===== src/rtl/iob_cache_back_end_axi_wbuf_if.sv =====
// iob_cache_back_end_axi_wbuf_if: AXI4 bus bundle between the cache back end (master) and memory (slave).
interface iob_cache_back_end_axi_wbuf_if #(
    parameter int ADDR_W    = 32,
    parameter int DATA_W    = 32,
    parameter int AXI_ID_W  = 1,
    parameter int AXI_LEN_W = 8
);
    logic [AXI_ID_W-1:0]  axi_awid_o, axi_arid_o;
    logic [ADDR_W-1:0]    axi_awaddr_o, axi_araddr_o;
    logic [AXI_LEN_W-1:0] axi_awlen_o, axi_arlen_o;
    logic [2:0]           axi_awsize_o, axi_arsize_o;
    logic [1:0]           axi_awburst_o, axi_arburst_o;
    logic [3:0]           axi_awcache_o, axi_arcache_o;
    logic                 axi_awvalid_o, axi_awready_i, axi_arvalid_o, axi_arready_i;
    logic [DATA_W-1:0]    axi_wdata_o;
    logic [DATA_W/8-1:0]  axi_wstrb_o;
    logic                 axi_wlast_o, axi_wvalid_o, axi_wready_i;
    logic [1:0]           axi_bresp_i;
    logic                 axi_bvalid_i, axi_bready_o;
    logic [DATA_W-1:0]    axi_rdata_i;
    logic [1:0]           axi_rresp_i;
    logic                 axi_rlast_i, axi_rvalid_i, axi_rready_o;

    modport master (
        output axi_awid_o, axi_arid_o, axi_awaddr_o, axi_araddr_o, axi_awlen_o, axi_arlen_o,
               axi_awsize_o, axi_arsize_o, axi_awburst_o, axi_arburst_o, axi_awcache_o, axi_arcache_o,
               axi_awvalid_o, axi_arvalid_o, axi_wdata_o, axi_wstrb_o, axi_wlast_o, axi_wvalid_o,
               axi_bready_o, axi_rready_o,
        input  axi_awready_i, axi_arready_i, axi_wready_i, axi_bresp_i, axi_bvalid_i,
               axi_rdata_i, axi_rresp_i, axi_rlast_i, axi_rvalid_i
    );
    modport slave (
        input  axi_awid_o, axi_arid_o, axi_awaddr_o, axi_araddr_o, axi_awlen_o, axi_arlen_o,
               axi_awsize_o, axi_arsize_o, axi_awburst_o, axi_arburst_o, axi_awcache_o, axi_arcache_o,
               axi_awvalid_o, axi_arvalid_o, axi_wdata_o, axi_wstrb_o, axi_wlast_o, axi_wvalid_o,
               axi_bready_o, axi_rready_o,
        output axi_awready_i, axi_arready_i, axi_wready_i, axi_bresp_i, axi_bvalid_i,
               axi_rdata_i, axi_rresp_i, axi_rlast_i, axi_rvalid_i
    );
endinterface


===== src/rtl/iob_cache_back_end_axi_wbuf.sv =====
// iob_cache_back_end_axi_wbuf: cache back end with a posted-write FIFO and line refill over AXI4;
// a refill waits for older buffered writes to the same line to retire before issuing AR.
module iob_cache_back_end_axi_wbuf #(
    parameter int                ADDR_W     = 32,
    parameter int                DATA_W     = 32,
    parameter int                LINE_BEATS = 4,
    parameter int                WBUF_DEPTH = 4,
    parameter int                AXI_ID_W   = 1,
    parameter logic [AXI_ID_W-1:0] AXI_ID   = '0,
    parameter int                AXI_LEN_W  = 8,
    parameter logic [3:0]        CACHE_MODE = 4'b0011,
    localparam int               NB         = $clog2(DATA_W/8),
    localparam int               LB         = $clog2(LINE_BEATS),
    localparam int               LW         = LB + NB
) (
    input  logic                   clk_i,
    input  logic                   rst_n_i,
    input  logic                   wr_valid_i,
    input  logic [ADDR_W-NB-1:0]   wr_addr_i,
    input  logic [DATA_W-1:0]      wr_wdata_i,
    input  logic [DATA_W/8-1:0]    wr_wstrb_i,
    output logic                   wr_ready_o,
    output logic                   wbuf_empty_o,
    input  logic                   replace_valid_i,
    input  logic [ADDR_W-LW-1:0]   replace_addr_i,
    output logic                   replace_o,
    output logic                   read_valid_o,
    output logic [LB-1:0]          read_addr_o,
    output logic [DATA_W-1:0]      read_rdata_o,
    output logic                   err_o,
    iob_cache_back_end_axi_wbuf_if.master axi
);
    localparam int PW = $clog2(WBUF_DEPTH);

    typedef enum logic [1:0] {W_IDLE, W_ADDR, W_DATA, W_RESP} w_state_t;
    typedef enum logic [1:0] {R_IDLE, R_HOLD, R_ADDR, R_DATA} r_state_t;

    w_state_t r_wst, w_wst_nxt;
    r_state_t r_rst, w_rst_nxt;
    logic [ADDR_W-NB-1:0] r_addr_mem [WBUF_DEPTH];
    logic [DATA_W-1:0]    r_data_mem [WBUF_DEPTH];
    logic [DATA_W/8-1:0]  r_strb_mem [WBUF_DEPTH];
    logic [PW:0]          r_wptr, r_rptr, r_snap, w_count;
    logic [ADDR_W-LW-1:0] r_line;
    logic [LB-1:0]        r_beat;
    logic [WBUF_DEPTH-1:0] w_match;
    logic                 r_err, w_full, w_empty, w_push, w_pop, w_hit;

    // Occupancy never exceeds WBUF_DEPTH, so its top bit alone flags full.
    assign w_count      = r_wptr - r_rptr;
    assign w_empty      = w_count == '0;
    assign w_full       = w_count[PW];
    assign w_push       = wr_valid_i & ~w_full;
    assign w_pop        = (r_wst == W_RESP) & axi.axi_bvalid_i;
    assign wr_ready_o   = ~w_full;
    assign wbuf_empty_o = w_empty;
    assign replace_o    = r_rst != R_IDLE;
    assign read_addr_o  = r_beat;
    assign read_rdata_o = axi.axi_rdata_i;
    assign err_o        = r_err;

    assign axi.axi_awid_o    = AXI_ID;
    assign axi.axi_arid_o    = AXI_ID;
    assign axi.axi_awsize_o  = 3'(NB);
    assign axi.axi_arsize_o  = 3'(NB);
    assign axi.axi_awburst_o = 2'b01;
    assign axi.axi_arburst_o = 2'b01;
    assign axi.axi_awcache_o = CACHE_MODE;
    assign axi.axi_arcache_o = CACHE_MODE;

    for (genvar i = 0; i < WBUF_DEPTH; i++) begin : g_match
        logic [PW-1:0] w_off;
        assign w_off      = PW'(i) - r_rptr[PW-1:0];
        assign w_match[i] = ({1'b0, w_off} < w_count) && (r_addr_mem[i][ADDR_W-NB-1:LB] == replace_addr_i);
    end
    assign w_hit = |w_match;

    always_ff @(posedge clk_i) begin
        if (w_push) begin
            r_addr_mem[r_wptr[PW-1:0]] <= wr_addr_i;
            r_data_mem[r_wptr[PW-1:0]] <= wr_wdata_i;
            r_strb_mem[r_wptr[PW-1:0]] <= wr_wstrb_i;
        end
    end

    always_ff @(posedge clk_i or negedge rst_n_i) begin
        if (!rst_n_i) begin
            r_wst  <= W_IDLE;
            r_rst  <= R_IDLE;
            r_wptr <= '0;
            r_rptr <= '0;
            r_snap <= '0;
            r_line <= '0;
            r_beat <= '0;
            r_err  <= 1'b0;
        end else begin
            r_wst <= w_wst_nxt;
            r_rst <= w_rst_nxt;
            if (w_push) r_wptr <= r_wptr + 1'b1;
            if (w_pop) r_rptr <= r_rptr + 1'b1;
            if (r_rst == R_IDLE && replace_valid_i) begin
                r_line <= replace_addr_i;
                r_snap <= r_wptr;
            end
            if (read_valid_o) r_beat <= axi.axi_rlast_i ? '0 : r_beat + 1'b1;
            if ((w_pop && axi.axi_bresp_i != 2'b00) || (read_valid_o && axi.axi_rresp_i != 2'b00)) r_err <= 1'b1;
        end
    end

    always_comb begin
        w_wst_nxt         = r_wst;
        axi.axi_awvalid_o = r_wst == W_ADDR;
        axi.axi_wvalid_o  = r_wst == W_DATA;
        axi.axi_wlast_o   = r_wst == W_DATA;
        axi.axi_bready_o  = r_wst == W_RESP;
        axi.axi_awaddr_o  = {r_addr_mem[r_rptr[PW-1:0]], {NB{1'b0}}};
        axi.axi_awlen_o   = '0;
        axi.axi_wdata_o   = r_data_mem[r_rptr[PW-1:0]];
        axi.axi_wstrb_o   = r_strb_mem[r_rptr[PW-1:0]];
        unique case (r_wst)
            W_IDLE:  w_wst_nxt = w_empty ? W_IDLE : W_ADDR;
            W_ADDR:  w_wst_nxt = axi.axi_awready_i ? W_DATA : W_ADDR;
            W_DATA:  w_wst_nxt = axi.axi_wready_i ? W_RESP : W_DATA;
            default: w_wst_nxt = axi.axi_bvalid_i ? W_IDLE : W_RESP;
        endcase
    end

    // The snapshot marks the youngest write the refill must wait for; later pushes are ignored.
    always_comb begin
        w_rst_nxt         = r_rst;
        axi.axi_arvalid_o = r_rst == R_ADDR;
        axi.axi_rready_o  = r_rst == R_DATA;
        axi.axi_araddr_o  = {r_line, {LW{1'b0}}};
        axi.axi_arlen_o   = AXI_LEN_W'(LINE_BEATS - 1);
        read_valid_o      = (r_rst == R_DATA) & axi.axi_rvalid_i;
        unique case (r_rst)
            R_IDLE:  w_rst_nxt = replace_valid_i ? (w_hit ? R_HOLD : R_ADDR) : R_IDLE;
            R_HOLD:  w_rst_nxt = (r_rptr == r_snap) ? R_ADDR : R_HOLD;
            R_ADDR:  w_rst_nxt = axi.axi_arready_i ? R_DATA : R_ADDR;
            default: w_rst_nxt = (axi.axi_rvalid_i && axi.axi_rlast_i) ? R_IDLE : R_DATA;
        endcase
    end
endmodule


===== src/flat_wrapper.sv =====
// flat-port wrapper written by rule: the top's interface ports become plain ports
module iob_cache_back_end_axi_wbuf_flat 
#(
    parameter int                ADDR_W     = 32,
    parameter int                DATA_W     = 32,
    parameter int                LINE_BEATS = 4,
    parameter int                WBUF_DEPTH = 4,
    parameter int                AXI_ID_W   = 1,
    parameter logic [AXI_ID_W-1:0] AXI_ID   = '0,
    parameter int                AXI_LEN_W  = 8,
    parameter logic [3:0]        CACHE_MODE = 4'b0011,
    localparam int               NB         = $clog2(DATA_W/8),
    localparam int               LB         = $clog2(LINE_BEATS),
    localparam int               LW         = LB + NB
)
  (clk_i, rst_n_i, wr_valid_i, wr_addr_i, wr_wdata_i, wr_wstrb_i, wr_ready_o, wbuf_empty_o, replace_valid_i, replace_addr_i, replace_o, read_valid_o, read_addr_o, read_rdata_o, err_o, axi_axi_awid_o, axi_axi_arid_o, axi_axi_awaddr_o, axi_axi_araddr_o, axi_axi_awlen_o, axi_axi_arlen_o, axi_axi_awsize_o, axi_axi_arsize_o, axi_axi_awburst_o, axi_axi_arburst_o, axi_axi_awcache_o, axi_axi_arcache_o, axi_axi_awvalid_o, axi_axi_arvalid_o, axi_axi_wdata_o, axi_axi_wstrb_o, axi_axi_wlast_o, axi_axi_wvalid_o, axi_axi_bready_o, axi_axi_rready_o, axi_axi_awready_i, axi_axi_arready_i, axi_axi_wready_i, axi_axi_bresp_i, axi_axi_bvalid_i, axi_axi_rdata_i, axi_axi_rresp_i, axi_axi_rlast_i, axi_axi_rvalid_i);
  iob_cache_back_end_axi_wbuf_if #(.ADDR_W(ADDR_W), .DATA_W(DATA_W), .AXI_ID_W(AXI_ID_W), .AXI_LEN_W(AXI_LEN_W)) axi_i ();
  input  logic clk_i;
  input  logic rst_n_i;
  input  logic wr_valid_i;
  input  logic [ADDR_W-NB-1:0] wr_addr_i;
  input  logic [DATA_W-1:0] wr_wdata_i;
  input  logic [DATA_W/8-1:0] wr_wstrb_i;
  output logic wr_ready_o;
  output logic wbuf_empty_o;
  input  logic replace_valid_i;
  input  logic [ADDR_W-LW-1:0] replace_addr_i;
  output logic replace_o;
  output logic read_valid_o;
  output logic [LB-1:0] read_addr_o;
  output logic [DATA_W-1:0] read_rdata_o;
  output logic err_o;
  output wire logic [$bits(axi_i.axi_awid_o)-1:0] axi_axi_awid_o;
  output wire logic [$bits(axi_i.axi_arid_o)-1:0] axi_axi_arid_o;
  output wire logic [$bits(axi_i.axi_awaddr_o)-1:0] axi_axi_awaddr_o;
  output wire logic [$bits(axi_i.axi_araddr_o)-1:0] axi_axi_araddr_o;
  output wire logic [$bits(axi_i.axi_awlen_o)-1:0] axi_axi_awlen_o;
  output wire logic [$bits(axi_i.axi_arlen_o)-1:0] axi_axi_arlen_o;
  output wire logic [$bits(axi_i.axi_awsize_o)-1:0] axi_axi_awsize_o;
  output wire logic [$bits(axi_i.axi_arsize_o)-1:0] axi_axi_arsize_o;
  output wire logic [$bits(axi_i.axi_awburst_o)-1:0] axi_axi_awburst_o;
  output wire logic [$bits(axi_i.axi_arburst_o)-1:0] axi_axi_arburst_o;
  output wire logic [$bits(axi_i.axi_awcache_o)-1:0] axi_axi_awcache_o;
  output wire logic [$bits(axi_i.axi_arcache_o)-1:0] axi_axi_arcache_o;
  output wire logic [$bits(axi_i.axi_awvalid_o)-1:0] axi_axi_awvalid_o;
  output wire logic [$bits(axi_i.axi_arvalid_o)-1:0] axi_axi_arvalid_o;
  output wire logic [$bits(axi_i.axi_wdata_o)-1:0] axi_axi_wdata_o;
  output wire logic [$bits(axi_i.axi_wstrb_o)-1:0] axi_axi_wstrb_o;
  output wire logic [$bits(axi_i.axi_wlast_o)-1:0] axi_axi_wlast_o;
  output wire logic [$bits(axi_i.axi_wvalid_o)-1:0] axi_axi_wvalid_o;
  output wire logic [$bits(axi_i.axi_bready_o)-1:0] axi_axi_bready_o;
  output wire logic [$bits(axi_i.axi_rready_o)-1:0] axi_axi_rready_o;
  input wire logic [$bits(axi_i.axi_awready_i)-1:0] axi_axi_awready_i;
  input wire logic [$bits(axi_i.axi_arready_i)-1:0] axi_axi_arready_i;
  input wire logic [$bits(axi_i.axi_wready_i)-1:0] axi_axi_wready_i;
  input wire logic [$bits(axi_i.axi_bresp_i)-1:0] axi_axi_bresp_i;
  input wire logic [$bits(axi_i.axi_bvalid_i)-1:0] axi_axi_bvalid_i;
  input wire logic [$bits(axi_i.axi_rdata_i)-1:0] axi_axi_rdata_i;
  input wire logic [$bits(axi_i.axi_rresp_i)-1:0] axi_axi_rresp_i;
  input wire logic [$bits(axi_i.axi_rlast_i)-1:0] axi_axi_rlast_i;
  input wire logic [$bits(axi_i.axi_rvalid_i)-1:0] axi_axi_rvalid_i;
  assign axi_axi_awid_o = axi_i.axi_awid_o;
  assign axi_axi_arid_o = axi_i.axi_arid_o;
  assign axi_axi_awaddr_o = axi_i.axi_awaddr_o;
  assign axi_axi_araddr_o = axi_i.axi_araddr_o;
  assign axi_axi_awlen_o = axi_i.axi_awlen_o;
  assign axi_axi_arlen_o = axi_i.axi_arlen_o;
  assign axi_axi_awsize_o = axi_i.axi_awsize_o;
  assign axi_axi_arsize_o = axi_i.axi_arsize_o;
  assign axi_axi_awburst_o = axi_i.axi_awburst_o;
  assign axi_axi_arburst_o = axi_i.axi_arburst_o;
  assign axi_axi_awcache_o = axi_i.axi_awcache_o;
  assign axi_axi_arcache_o = axi_i.axi_arcache_o;
  assign axi_axi_awvalid_o = axi_i.axi_awvalid_o;
  assign axi_axi_arvalid_o = axi_i.axi_arvalid_o;
  assign axi_axi_wdata_o = axi_i.axi_wdata_o;
  assign axi_axi_wstrb_o = axi_i.axi_wstrb_o;
  assign axi_axi_wlast_o = axi_i.axi_wlast_o;
  assign axi_axi_wvalid_o = axi_i.axi_wvalid_o;
  assign axi_axi_bready_o = axi_i.axi_bready_o;
  assign axi_axi_rready_o = axi_i.axi_rready_o;
  assign axi_i.axi_awready_i = axi_axi_awready_i;
  assign axi_i.axi_arready_i = axi_axi_arready_i;
  assign axi_i.axi_wready_i = axi_axi_wready_i;
  assign axi_i.axi_bresp_i = axi_axi_bresp_i;
  assign axi_i.axi_bvalid_i = axi_axi_bvalid_i;
  assign axi_i.axi_rdata_i = axi_axi_rdata_i;
  assign axi_i.axi_rresp_i = axi_axi_rresp_i;
  assign axi_i.axi_rlast_i = axi_axi_rlast_i;
  assign axi_i.axi_rvalid_i = axi_axi_rvalid_i;
  iob_cache_back_end_axi_wbuf #(.ADDR_W(ADDR_W), .DATA_W(DATA_W), .LINE_BEATS(LINE_BEATS), .WBUF_DEPTH(WBUF_DEPTH), .AXI_ID_W(AXI_ID_W), .AXI_ID(AXI_ID), .AXI_LEN_W(AXI_LEN_W), .CACHE_MODE(CACHE_MODE)) u_core (.clk_i(clk_i), .rst_n_i(rst_n_i), .wr_valid_i(wr_valid_i), .wr_addr_i(wr_addr_i), .wr_wdata_i(wr_wdata_i), .wr_wstrb_i(wr_wstrb_i), .wr_ready_o(wr_ready_o), .wbuf_empty_o(wbuf_empty_o), .replace_valid_i(replace_valid_i), .replace_addr_i(replace_addr_i), .replace_o(replace_o), .read_valid_o(read_valid_o), .read_addr_o(read_addr_o), .read_rdata_o(read_rdata_o), .err_o(err_o), .axi(axi_i));
endmodule

===== config.mk =====
export PLATFORM = sky130hd
export DESIGN_NAME = iob_cache_back_end_axi_wbuf_flat
export DESIGN_NICKNAME = d
export VERILOG_FILES = /design/src/rtl/iob_cache_back_end_axi_wbuf_if.sv /design/src/rtl/iob_cache_back_end_axi_wbuf.sv /design/src/flat_wrapper.sv
export SDC_FILE = /design/constraint.sdc
export NUM_CORES = 1
export LEC_CHECK = 0
export BUFFER_PORTS_ARGS = -buffer_cell sky130_fd_sc_hd__buf_4
export CAP_MARGIN = 10
export CORE_ASPECT_RATIO = 2
export CORE_MARGIN = 3
export CORE_UTILIZATION = 60
export CTS_BUF_LIST = sky130_fd_sc_hd__clkbuf_2
export CTS_CLUSTER_DIAMETER = 50
export CTS_CLUSTER_SIZE = 8
export DETAILED_ROUTE_END_ITERATION = 16
export PLACE_DENSITY = 0.94
export SYNTH_ARGS = -nofsm -noshare
export SYNTH_HDL_FRONTEND = slang
export SYNTH_SLANG_ARGS = --single-unit

===== constraint.sdc =====
create_clock -name clk_i -period 9.3 [get_ports clk_i]
set_input_delay 1.86 -clock clk_i [delete_from_list [all_inputs] [get_ports clk_i]]
set_output_delay 1.86 -clock clk_i [all_outputs]
set_load 0.1 [all_outputs]

* Yosys cells after proc, flatten, opt, wreduce, memory -nomap -nowiden *
Memory sizes are Yosys's and may differ from the RTL's.
Cells that the tools add are included.

word-level totals
  register bits = 44
  memory bits (writable) = 264
  input port bits = 140
  output and inout bits = 181
  word-level logic and storage cells = 68
  memories = 3

operators by class
  add/subtract/negate cells = 8
  $lt $le $gt $ge = 4
  eq/ne operators = 11
  mux-type cells = 14
  bitwise gates (word level) = 4
  reductions and logical operators = 16

memories
  memory             words  width  rd ports  clocked after memory_dff  write ports  RTL line                           text
  u_core.r_data_mem  4      32     1         0                         1            iob_cache_back_end_axi_wbuf.sv:41  logic [DATA_W-1:0] r_data_mem [WBUF_DEPTH];
  u_core.r_addr_mem  4      30     5         0                         1            iob_cache_back_end_axi_wbuf.sv:40  logic [ADDR_W-NB-1:0] r_addr_mem [WBUF_DEPTH];
  u_core.r_strb_mem  4      4      1         0                         1            iob_cache_back_end_axi_wbuf.sv:42  logic [DATA_W/8-1:0] r_strb_mem [WBUF_DEPTH];

operators with widths
  cell                                                               count
  28-bit == test                                                     4
  2-bit 2-to-1 mux                                                   7
  2-bit by 3-bit < comparator with 1-bit output                      4
  2-bit one-hot mux with 3 select lines                              2
  2-bit == test, second input constant                               4
  1-bit logical AND                                                  8
  3-bit by 1-bit adder with 3-bit output, second input constant      2
  2-bit nonzero test                                                 3
  1-bit 2-to-1 mux                                                   5
  2-bit by 1-bit == test with 1-bit output, second input constant    2
  2-bit logical NOT                                                  2
  4-bit OR reduction                                                 1
  1-bit by 2-bit subtractor with 2-bit output, first input constant  2
  2-bit subtractor, first input constant                             2
  1-bit bitwise AND                                                  3
  3-bit == test                                                      1
  3-bit logical NOT                                                  1
  3-bit subtractor                                                   1
  2-bit by 1-bit adder with 2-bit output, second input constant      1
  1-bit logical OR                                                   1
  1-bit inverter                                                     1

* Depth between registers and ports, before layout *
Gate-level depths: netlist (run 1).

  depth after elaboration = 7
  depth in mapped cells = 13
  mapped depth without buffers = 12

* Worst setup path before layout (run 1) *
No wires, ideal clock.

  path type = register to output
  from = register u_core.r_rptr[1]
  to = output port wbuf_empty_o
  arrival = 2.677 ns
  data required time = 7.440 ns
  path slack = 4.763 ns
  cell stages (with the launch flop) = 9
  path buffers = 4
  path through = dfrtp_1 -> clkbuf_1 -> buf_2 -> buf_1 -> inv_1 -> fa_1 -> xor3_2 -> buf_6 -> and3_2

on the way
  cells in the longest elaborated chain, start to end = 2

RTL lines
  item                    RTL line                            text
  from (decl)             iob_cache_back_end_axi_wbuf.sv:43   logic [PW:0] r_wptr, r_rptr, r_snap, w_count;
  from (signal assigned)  iob_cache_back_end_axi_wbuf.sv:100  if (w_pop) r_rptr <= r_rptr + 1'b1;
  3-bit subtractor        iob_cache_back_end_axi_wbuf.sv:50   assign w_count = r_wptr - r_rptr;
  3-bit logical NOT       iob_cache_back_end_axi_wbuf.sv:51   assign w_empty = w_count == '0;
  to (decl)               flat_wrapper.sv:25                  output logic wbuf_empty_o;

No other way between the ends.

* Worst setup path after layout (run 1) *
  from = register u_core.r_rptr[0]
  to = output port axi_axi_awaddr_o[7]

on the way
  cells in the longest elaborated chain, start to end = 1

RTL lines
  item                    RTL line            text
  memory read 4 x 30 bit  --
  to (decl)               flat_wrapper.sv:35  output wire logic [$bits(axi_i.axi_awaddr_o)-1:0] axi_axi_awaddr_o;

No other way between the ends.

==> flow_summary.html, run 1 <==
<table>
<tr><th>Metric</th><th>Value</th></tr>
<tr><th colspan="2">CTS</th></tr>
<tr><td>Hold-fix buffers, CTS</td><td>0</td></tr>
<tr><td>Post-CTS Setup Inserts</td><td>0</td></tr>
<tr><td>TritonCTS sink count</td><td>308</td></tr>
<tr><td>Insertion delay of the later-clocked pin in the worst-skew pair</td><td>between 0.8 and 0.9 ns</td></tr>
<tr><td>Clock tree buffer depth</td><td>3</td></tr>
<tr><td>Quantity of gates resized following cts</td><td>0</td></tr>
<tr><td>Number of H-tree levels</td><td>2</td></tr>
<tr><td>TritonCTS clock tree</td><td>built</td></tr>
<tr><td>Clock buffers created by TritonCTS</td><td>44</td></tr>
<tr><td>Cell chosen for the clock root</td><td>clkbuf_2</td></tr>
<tr><td>Clock transition at the register clock pins on the worst setup and hold paths after CTS</td><td>~0.20 ns</td></tr>
<tr><th colspan="2">Synthesis</th></tr>
<tr><td>FFs w/ async S/R, synth</td><td>about 14%</td></tr>
<tr><td>Share of Yosys cell area claimed by the top area cell type</td><td>approximately 60%</td></tr>
<tr><td>Synth area leader</td><td>edfxtp_1</td></tr>
<tr><td>Warning count from the yosys run</td><td>0</td></tr>
<tr><td>Synth Area per Inst</td><td>17.6 um^2</td></tr>
<tr><td>Cells taking the most area after synthesis</td><td>edfxtp_1 (59%), mux4_2 (11%), dfrtp_1 (8.2%)</td></tr>
<tr><td>Post-synthesis instance area</td><td>roughly 14000 um^2</td></tr>
<tr><td>Post-Synthesis Cells</td><td>767</td></tr>
<tr><td>Number of distinct library cells after synthesis</td><td>40</td></tr>
<tr><td>Count of flip-flops with a built-in enable after synthesis</td><td>roughly 260</td></tr>
<tr><td>Proportion of synthesized chip area in sequential cells</td><td>between 60% and 70%</td></tr>
<tr><td>Main flop type after synthesis</td><td>edfxtp_1</td></tr>
<tr><td>Register bit total from synthesis</td><td>roughly 300</td></tr>
<tr><th colspan="2">Global routing</th></tr>
<tr><td>Largest net degree at the start of global routing</td><td>70</td></tr>
<tr><td>Residual overflow from global routing</td><td>0</td></tr>
<tr><td>Vias in the first global route</td><td>7709</td></tr>
<tr><td>Antenna violations before repair</td><td>3</td></tr>
<tr><td>GRT Overall Usage</td><td>between 20% and 30%</td></tr>
<tr><td>First-pass GRT wire length</td><td>between 40000 and 50000 um</td></tr>
<tr><th colspan="2">Die</th></tr>
<tr><td>Starting density of the core</td><td>about three fifths</td></tr>
<tr><td>Die width</td><td>112 um</td></tr>
<tr><td>Die ar.</td><td>roughly 24000 um^2</td></tr>
<tr><td>Site row count</td><td>77</td></tr>
<tr><td>I/O pin count</td><td>~320</td></tr>
<tr><td>Core outline area</td><td>~22000 um^2</td></tr>
<tr><td>Die extent in y</td><td>around 220 um</td></tr>
<tr><th colspan="2">STA</th></tr>
<tr><td>Final Hold Fails</td><td>0</td></tr>
<tr><td>Minimum period implied by the final worst setup slack</td><td>roughly 5.3 ns</td></tr>
<tr><td>Setup repair after global routing missed its margin</td><td>false</td></tr>
<tr><td>Max-slew headroom at the worst pin</td><td>between 30% and 40%</td></tr>
<tr><td>Final setup TNS</td><td>0 ns</td></tr>
<tr><td>Final clock period utilization by the worst path</td><td>~57%</td></tr>
<tr><td>Worst Tran Pin Value</td><td>between 1 and 1.5 ns</td></tr>
<tr><td>Highest Clock Rate</td><td>0.189 GHz</td></tr>
<tr><td>Worst-case clock skew</td><td>approximately 0.066 ns</td></tr>
<tr><td>Final setup violation count</td><td>0</td></tr>
<tr><td>Fin. max-slew vios</td><td>0</td></tr>
<tr><th colspan="2">Place</th></tr>
<tr><td>Gpl congestion</td><td>0.872</td></tr>
<tr><td>Total half-perimeter wirelength after legalization and detailed placement</td><td>21900 um</td></tr>
<tr><td>Port buffer count</td><td>roughly 210</td></tr>
<tr><th colspan="2">Final layout</th></tr>
<tr><td>Count of nets after finishing</td><td>1104</td></tr>
<tr><td>Final standard cell utilization of the core</td><td>slightly below 70%</td></tr>
<tr><td>Most frequent standard cell in the layout excluding fill and tap cells</td><td>edfxtp_1</td></tr>
<tr><td>Top library cells by usage in the layout, fill and taps aside</td><td>edfxtp_1 (264), buf_4 (221), xor2_1 (113)</td></tr>
<tr><td>Area delta synth-&gt;final</td><td>13.6%</td></tr>
<tr><td>Fill cells</td><td>between 1000 and 1500</td></tr>
<tr><td>Fraction of layout instances using a drive strength above 1</td><td>42.3%</td></tr>
<tr><th colspan="2">Drt</th></tr>
<tr><td>Via Count</td><td>7209</td></tr>
<tr><td>Vias per std cell</td><td>5.70</td></tr>
<tr><td>Total detailed-routing wirelength</td><td>31000 um</td></tr>
<tr><td>Initial DRC count</td><td>370</td></tr>
<tr><td>Drt drc</td><td>0</td></tr>
<tr><td>Antenna-violating nets left</td><td>0</td></tr>
<tr><td>Detailed-route wire length per cell</td><td>roughly 25 um</td></tr>
<tr><td>Number of detailed-routing iterations run before antenna repair</td><td>4</td></tr>
<tr><th colspan="2">Run status</th></tr>
<tr><td>Outcome</td><td>complete, no violations</td></tr>
<tr><th colspan="2">Hold path</th></tr>
<tr><td>Class of the worst hold path</td><td>register to register</td></tr>
<tr><th colspan="2">Worst setup path</th></tr>
<tr><td>CP Data Required Time</td><td>7.44 ns</td></tr>
<tr><td>Category of the worst setup path launch point</td><td>register</td></tr>
<tr><td>FF-to-FF setup slack</td><td>a little under 6 ns</td></tr>
<tr><td>CP Data Arrival Time</td><td>roughly 3.4 ns</td></tr>
<tr><td>Critical path fanouts, max</td><td>41</td></tr>
<tr><td>Worst Setup End Kind</td><td>output pin</td></tr>
<tr><td>Start-to-end type of the worst setup path</td><td>register to output pin</td></tr>
<tr><th colspan="2">Flow run</th></tr>
<tr><td>Reported max-cap violation count</td><td>0</td></tr>
</table>
-- area by class of cell --
type	count	area (um^2)	share of cell area, %
sequential	308	9030	58.9
clock inverter	3	37.5	0.245
timing repair buffer	221	1660	10.8
multi-input combinational	365	3820	24.9
tap	276	345	2.25
inverter	10	37.5	0.245
antenna	2	5.00	0.0326
clock buffer	79	395	2.58
-- synthesized netlist by cell type (all sizes together), types with 2 or more instances --
cell    count
nand3       3
clkbuf     28
o21ai      11
mux4       66
nor4       29
and3        6
xor2      113
mux2i       2
ha         13
edfxtp    264
inv        10
a21o        2
nand4       8
and2        3
xnor2       6
a21oi       2
mux2       32
nor2        8
nand2       5
buf        96
dfrtp      44
conb        2
nor2b       5
-- per-layer routing --
layer | wire length [um] | track usage, % | up-vias
met1 | 9450 | 26.1 | 3640
met4 | 2060 | 15.9 | 2
met5 | 13 | 0 | -
li1 | - | - | 3156
met3 | 1820 | 4.52 | 96
met2 | 17700 | 47.5 | 315
-- sequential cells by signal (all words and copies together) (netlist names) --
name,flops
u_core.err_o,1
u_core.r_wst,2
u_core.r_strb_mem,16
u_core.read_addr_o,2
u_core.r_line,28
u_core.r_data_mem,128
u_core.r_wptr,3
u_core.r_rst,2
u_core.r_snap,3
u_core.r_rptr,3
u_core.r_addr_mem,120
-- cell families (layout without fill, tap and decap cells) --
| kind of cell | Yosys count | after routing | synth area share (%) |
|---|---|---|---|
| simple gates | 72 | 72 | 3.20 |
| fa+ha+maj | 14 | 14 | 1.35 |
| buf+inv | 134 | 313 | 5.98 |
| flops | 308 | 308 | 66.9 |
| xor+xnor | 120 | 120 | 7.91 |
| other cells | 2 | 44 | 0.0556 |
| compound gates | 17 | 17 | 0.806 |
| mux | 100 | 100 | 13.8 |
-- metrics by stage --
step | instances | instance area (um^2) | hold slack, ns | setup slack [ns]
finish | 1264 | 15300 | 0.526 | 4.02
global route | 1264 | 15300 | 0.550 | 3.76
CTS | 1262 | 15300 | 0.532 | 3.84
detailed placement | 1180 | 14900 | 0.497 | 4.81
global placement | 1180 | 14900 | 0.489 | 4.83
floorplan | 807 | 13700 | 0.459 | 4.76
-- final timing paths --
| kind | depth (start not counted) | to | startpoint |
|---|---|---|---|
| worst max-delay path | 3 | axi_axi_awaddr_o[7] | u_core.r_rptr[0]$_DFFE_PN0P_ |
| worst min-delay path | 1 | u_core.r_line[11]$_DFFE_PN0P_ | u_core.r_line[11]$_DFFE_PN0P_ |
| worst max register to register | 6 | u_core.r_data_mem[1][24]$_DFFE_PP_ | u_core.r_rptr[0]$_DFFE_PN0P_ |
| worst min register to register | 1 | u_core.r_line[11]$_DFFE_PN0P_ | u_core.r_line[11]$_DFFE_PN0P_ |
| max in group asynchronous | 1 | u_core.r_line[10]$_DFFE_PN0P_ | rst_n_i |
| min in group asynchronous | 1 | u_core.r_wst[0]$_DFF_PN0_ | rst_n_i |
-- critical path, cell delays in order (launching register included) --
cell,delay (ns)
dfrtp_4,0.89
buf_4,0.77
mux4_2,0.65
buf_4,0.26
Power of run 1 is left out: the tool's default activity adds up to more than one toggle a clock period on the data nets, which glitch-free logic cannot reach.
==> run 2: changes to the inputs <==
--- a/config.mk
+++ b/config.mk
@@ -9,12 +9,12 @@
 export CAP_MARGIN = 10
 export CORE_ASPECT_RATIO = 2
 export CORE_MARGIN = 3
-export CORE_UTILIZATION = 60
+export CORE_UTILIZATION = 50
 export CTS_BUF_LIST = sky130_fd_sc_hd__clkbuf_2
 export CTS_CLUSTER_DIAMETER = 50
 export CTS_CLUSTER_SIZE = 8
 export DETAILED_ROUTE_END_ITERATION = 16
-export PLACE_DENSITY = 0.94
+export PLACE_DENSITY = 0.84
 export SYNTH_ARGS = -nofsm -noshare
 export SYNTH_HDL_FRONTEND = slang
 export SYNTH_SLANG_ARGS = --single-unit
==> constraint.sdc (replaced) <==
create_clock -name clk_i -period 4.25 [get_ports clk_i]
set_input_delay 0.85 -clock clk_i [delete_from_list [all_inputs] [get_ports clk_i]]
set_output_delay 0.85 -clock clk_i [all_outputs]
set_load 0.1 [all_outputs]
==> run 2 against run 1 <==
- first-iteration DRC count shrank 10%
- utilization shrank 10 points
- final area grew 1.5%
- critical endpoint is now wbuf_empty_o
- die area grew 19%
- worst setup slack lost 3.7 ns
==> flow_summary.html, run 2 (synthesized netlist as in run 1, its figures left out) <==
<table>
<tr><th>Metric</th><th>Value</th></tr>
<tr><th colspan="2">Global routing</th></tr>
<tr><td>First-pass GRT wire length</td><td>46200 um</td></tr>
<tr><td>GRT Overall Usage</td><td>between 20% and 30%</td></tr>
<tr><td>Largest net degree at the start of global routing</td><td>68</td></tr>
<tr><td>Vias in the first global route</td><td>around 7800</td></tr>
<tr><td>Antenna violations before repair</td><td>3</td></tr>
<tr><td>Residual overflow from global routing</td><td>0</td></tr>
<tr><th colspan="2">Flow run</th></tr>
<tr><td>Reported max-cap violation count</td><td>0</td></tr>
<tr><th colspan="2">CTS</th></tr>
<tr><td>Clock transition at the register clock pins on the worst setup and hold paths after CTS</td><td>0.19 ns</td></tr>
<tr><td>TritonCTS clock tree</td><td>built</td></tr>
<tr><td>Cell chosen for the clock root</td><td>clkbuf_2</td></tr>
<tr><td>Insertion delay of the later-clocked pin in the worst-skew pair</td><td>roughly 0.82 ns</td></tr>
<tr><td>Number of H-tree levels</td><td>2</td></tr>
<tr><td>Clock tree buffer depth</td><td>3</td></tr>
<tr><td>Quantity of gates resized following cts</td><td>0</td></tr>
<tr><td>TritonCTS sink count</td><td>308</td></tr>
<tr><td>Clock buffers created by TritonCTS</td><td>between 40 and 50</td></tr>
<tr><th colspan="2">STA</th></tr>
<tr><td>Final clock period utilization by the worst path</td><td>92.7%</td></tr>
<tr><td>Highest Clock Rate</td><td>about 0.25 GHz</td></tr>
<tr><td>Minimum period implied by the final worst setup slack</td><td>between 3 and 4 ns</td></tr>
<tr><td>Worst-case clock skew</td><td>0.0809 ns</td></tr>
<tr><td>Setup repair after global routing missed its margin</td><td>false</td></tr>
<tr><td>Max-slew headroom at the worst pin</td><td>approximately 29%</td></tr>
<tr><td>Final setup violation count</td><td>0</td></tr>
<tr><td>Final Hold Fails</td><td>0</td></tr>
<tr><td>Fin. max-slew vios</td><td>0</td></tr>
<tr><td>Final setup TNS</td><td>0 ns</td></tr>
<tr><td>Worst Tran Pin Value</td><td>1.07 ns</td></tr>
<tr><th colspan="2">Place</th></tr>
<tr><td>Total half-perimeter wirelength after legalization and detailed placement</td><td>approximately 22000 um</td></tr>
<tr><td>Gpl congestion</td><td>~0.96</td></tr>
<tr><td>Port buffer count</td><td>214</td></tr>
<tr><th colspan="2">Worst setup path</th></tr>
<tr><td>CP Data Required Time</td><td>approximately 3.4 ns</td></tr>
<tr><td>Start-to-end type of the worst setup path</td><td>register to output pin</td></tr>
<tr><td>Category of the worst setup path launch point</td><td>register</td></tr>
<tr><td>CP Data Arrival Time</td><td>just over 3 ns</td></tr>
<tr><td>Worst Setup End Kind</td><td>output pin</td></tr>
<tr><td>Critical path fanouts, max</td><td>14</td></tr>
<tr><th colspan="2">Die</th></tr>
<tr><td>Die ar.</td><td>29100 um^2</td></tr>
<tr><td>Core outline area</td><td>about 26000 um^2</td></tr>
<tr><td>I/O pin count</td><td>between 300 and 400</td></tr>
<tr><td>Site row count</td><td>84</td></tr>
<tr><td>Die width</td><td>approximately 120 um</td></tr>
<tr><td>Starting density of the core</td><td>between 50% and 60%</td></tr>
<tr><td>Die extent in y</td><td>238 um</td></tr>
<tr><th colspan="2">Drt</th></tr>
<tr><td>Drt drc</td><td>0</td></tr>
<tr><td>Initial DRC count</td><td>about 330</td></tr>
<tr><td>Total detailed-routing wirelength</td><td>between 30000 and 40000 um</td></tr>
<tr><td>Vias per std cell</td><td>5.32</td></tr>
<tr><td>Detailed-route wire length per cell</td><td>~24 um</td></tr>
<tr><td>Via Count</td><td>~7100</td></tr>
<tr><td>Number of detailed-routing iterations run before antenna repair</td><td>5</td></tr>
<tr><td>Antenna-violating nets left</td><td>0</td></tr>
<tr><th colspan="2">Final layout</th></tr>
<tr><td>Top library cells by usage in the layout, fill and taps aside</td><td>edfxtp_1 (264), buf_4 (220), xor2_1 (113)</td></tr>
<tr><td>Most frequent standard cell in the layout excluding fill and tap cells</td><td>edfxtp_1</td></tr>
<tr><td>Flip-flop count of the largest register after layout</td><td>128</td></tr>
<tr><td>Count of nets after finishing</td><td>about 1100</td></tr>
<tr><td>Area delta synth-&gt;final</td><td>15.3%</td></tr>
<tr><td>Fraction of layout instances using a drive strength above 1</td><td>between 40% and 50%</td></tr>
<tr><th colspan="2">Hold path</th></tr>
<tr><td>Class of the worst hold path</td><td>input port to register</td></tr>
<tr><th colspan="2">Run status</th></tr>
<tr><td>Outcome</td><td>complete, no violations</td></tr>
</table>
-- run 2: worst paths after layout --
check                                             startpoint                                 end  cells after the start  slack [ns]
min in group asynchronous                            rst_n_i       u_core.r_line[10]$_DFFE_PN0P_                      2        0.57
worst max-delay path            u_core.r_rptr[0]$_DFFE_PN0P_                        wbuf_empty_o                      6        0.31
worst min register to register      u_core.err_o$_DFFE_PN0P_            u_core.err_o$_DFFE_PN0P_                      1        0.50
max in group asynchronous                            rst_n_i        u_core.r_rptr[0]$_DFFE_PN0P_                      2        3.18
worst min-delay path                           wr_wdata_i[5]   u_core.r_data_mem[0][5]$_DFFE_PP_                      1        0.20
worst max register to register  u_core.r_rptr[0]$_DFFE_PN0P_  u_core.r_data_mem[0][13]$_DFFE_PP_                      6        1.16
-- run 2: layout make-up --
cell class,instances,area (um^2)
Antenna cell,3,7.51
Clock buffer,79,395
Clock inverter,3,37.5
Fill cell,2050,10900
Inverter,10,37.5
Multi-Input combinational cell,365,3830
Sequential cell,308,9030
Tap cell,344,430
Timing Repair Buffer,227,1790
-- run 2: per-stage QoR --
stage | setup slack [ns] | util [%] | hold WS (ns) | std cells | area (um^2)
after floorplan | 0.723 | - | 0.459 | 807 | 13700
after global placement | 1.05 | 56.9 | 0.455 | 1252 | 15100
after detailed placement | 1.03 | 56.9 | 0.458 | 1252 | 15100
after CTS | 0.0436 | 58.6 | 0.0755 | 1335 | 15500
after global routing | 0.0760 | 58.8 | 0.105 | 1339 | 15600
final | 0.309 | 58.8 | 0.202 | 1339 | 15600
-- run 2: timing repair --
| action | 4_1_cts | 5_1_grt |
|---|---|---|
| endpoints found under the setup margin | 0 | 1 |
| endpoints found under the hold margin | 21 | 0 |
| buffers inserted | 0 | 1 |
| hold buffers | 1 | 0 |
-- run 2: critical path: stages, from the launching register on --
cell and delay (ns):
dfrtp_4 0.68, ha_1 0.20, inv_1 0.06, fa_1 0.43, xor3_2 0.37, and3_2 0.23, buf_4 0.29
-- run 2: routing by layer --
metal	GRT usage, %	vias to the layer above	routed length, um
met4	14.5	0	2220
met2	40.3	276	17800
li1	-	3170	-
met1	21.5	3583	9680
met5	0	-	0
met3	3.98	100	1900
Power of run 2 is left out for the same reason.
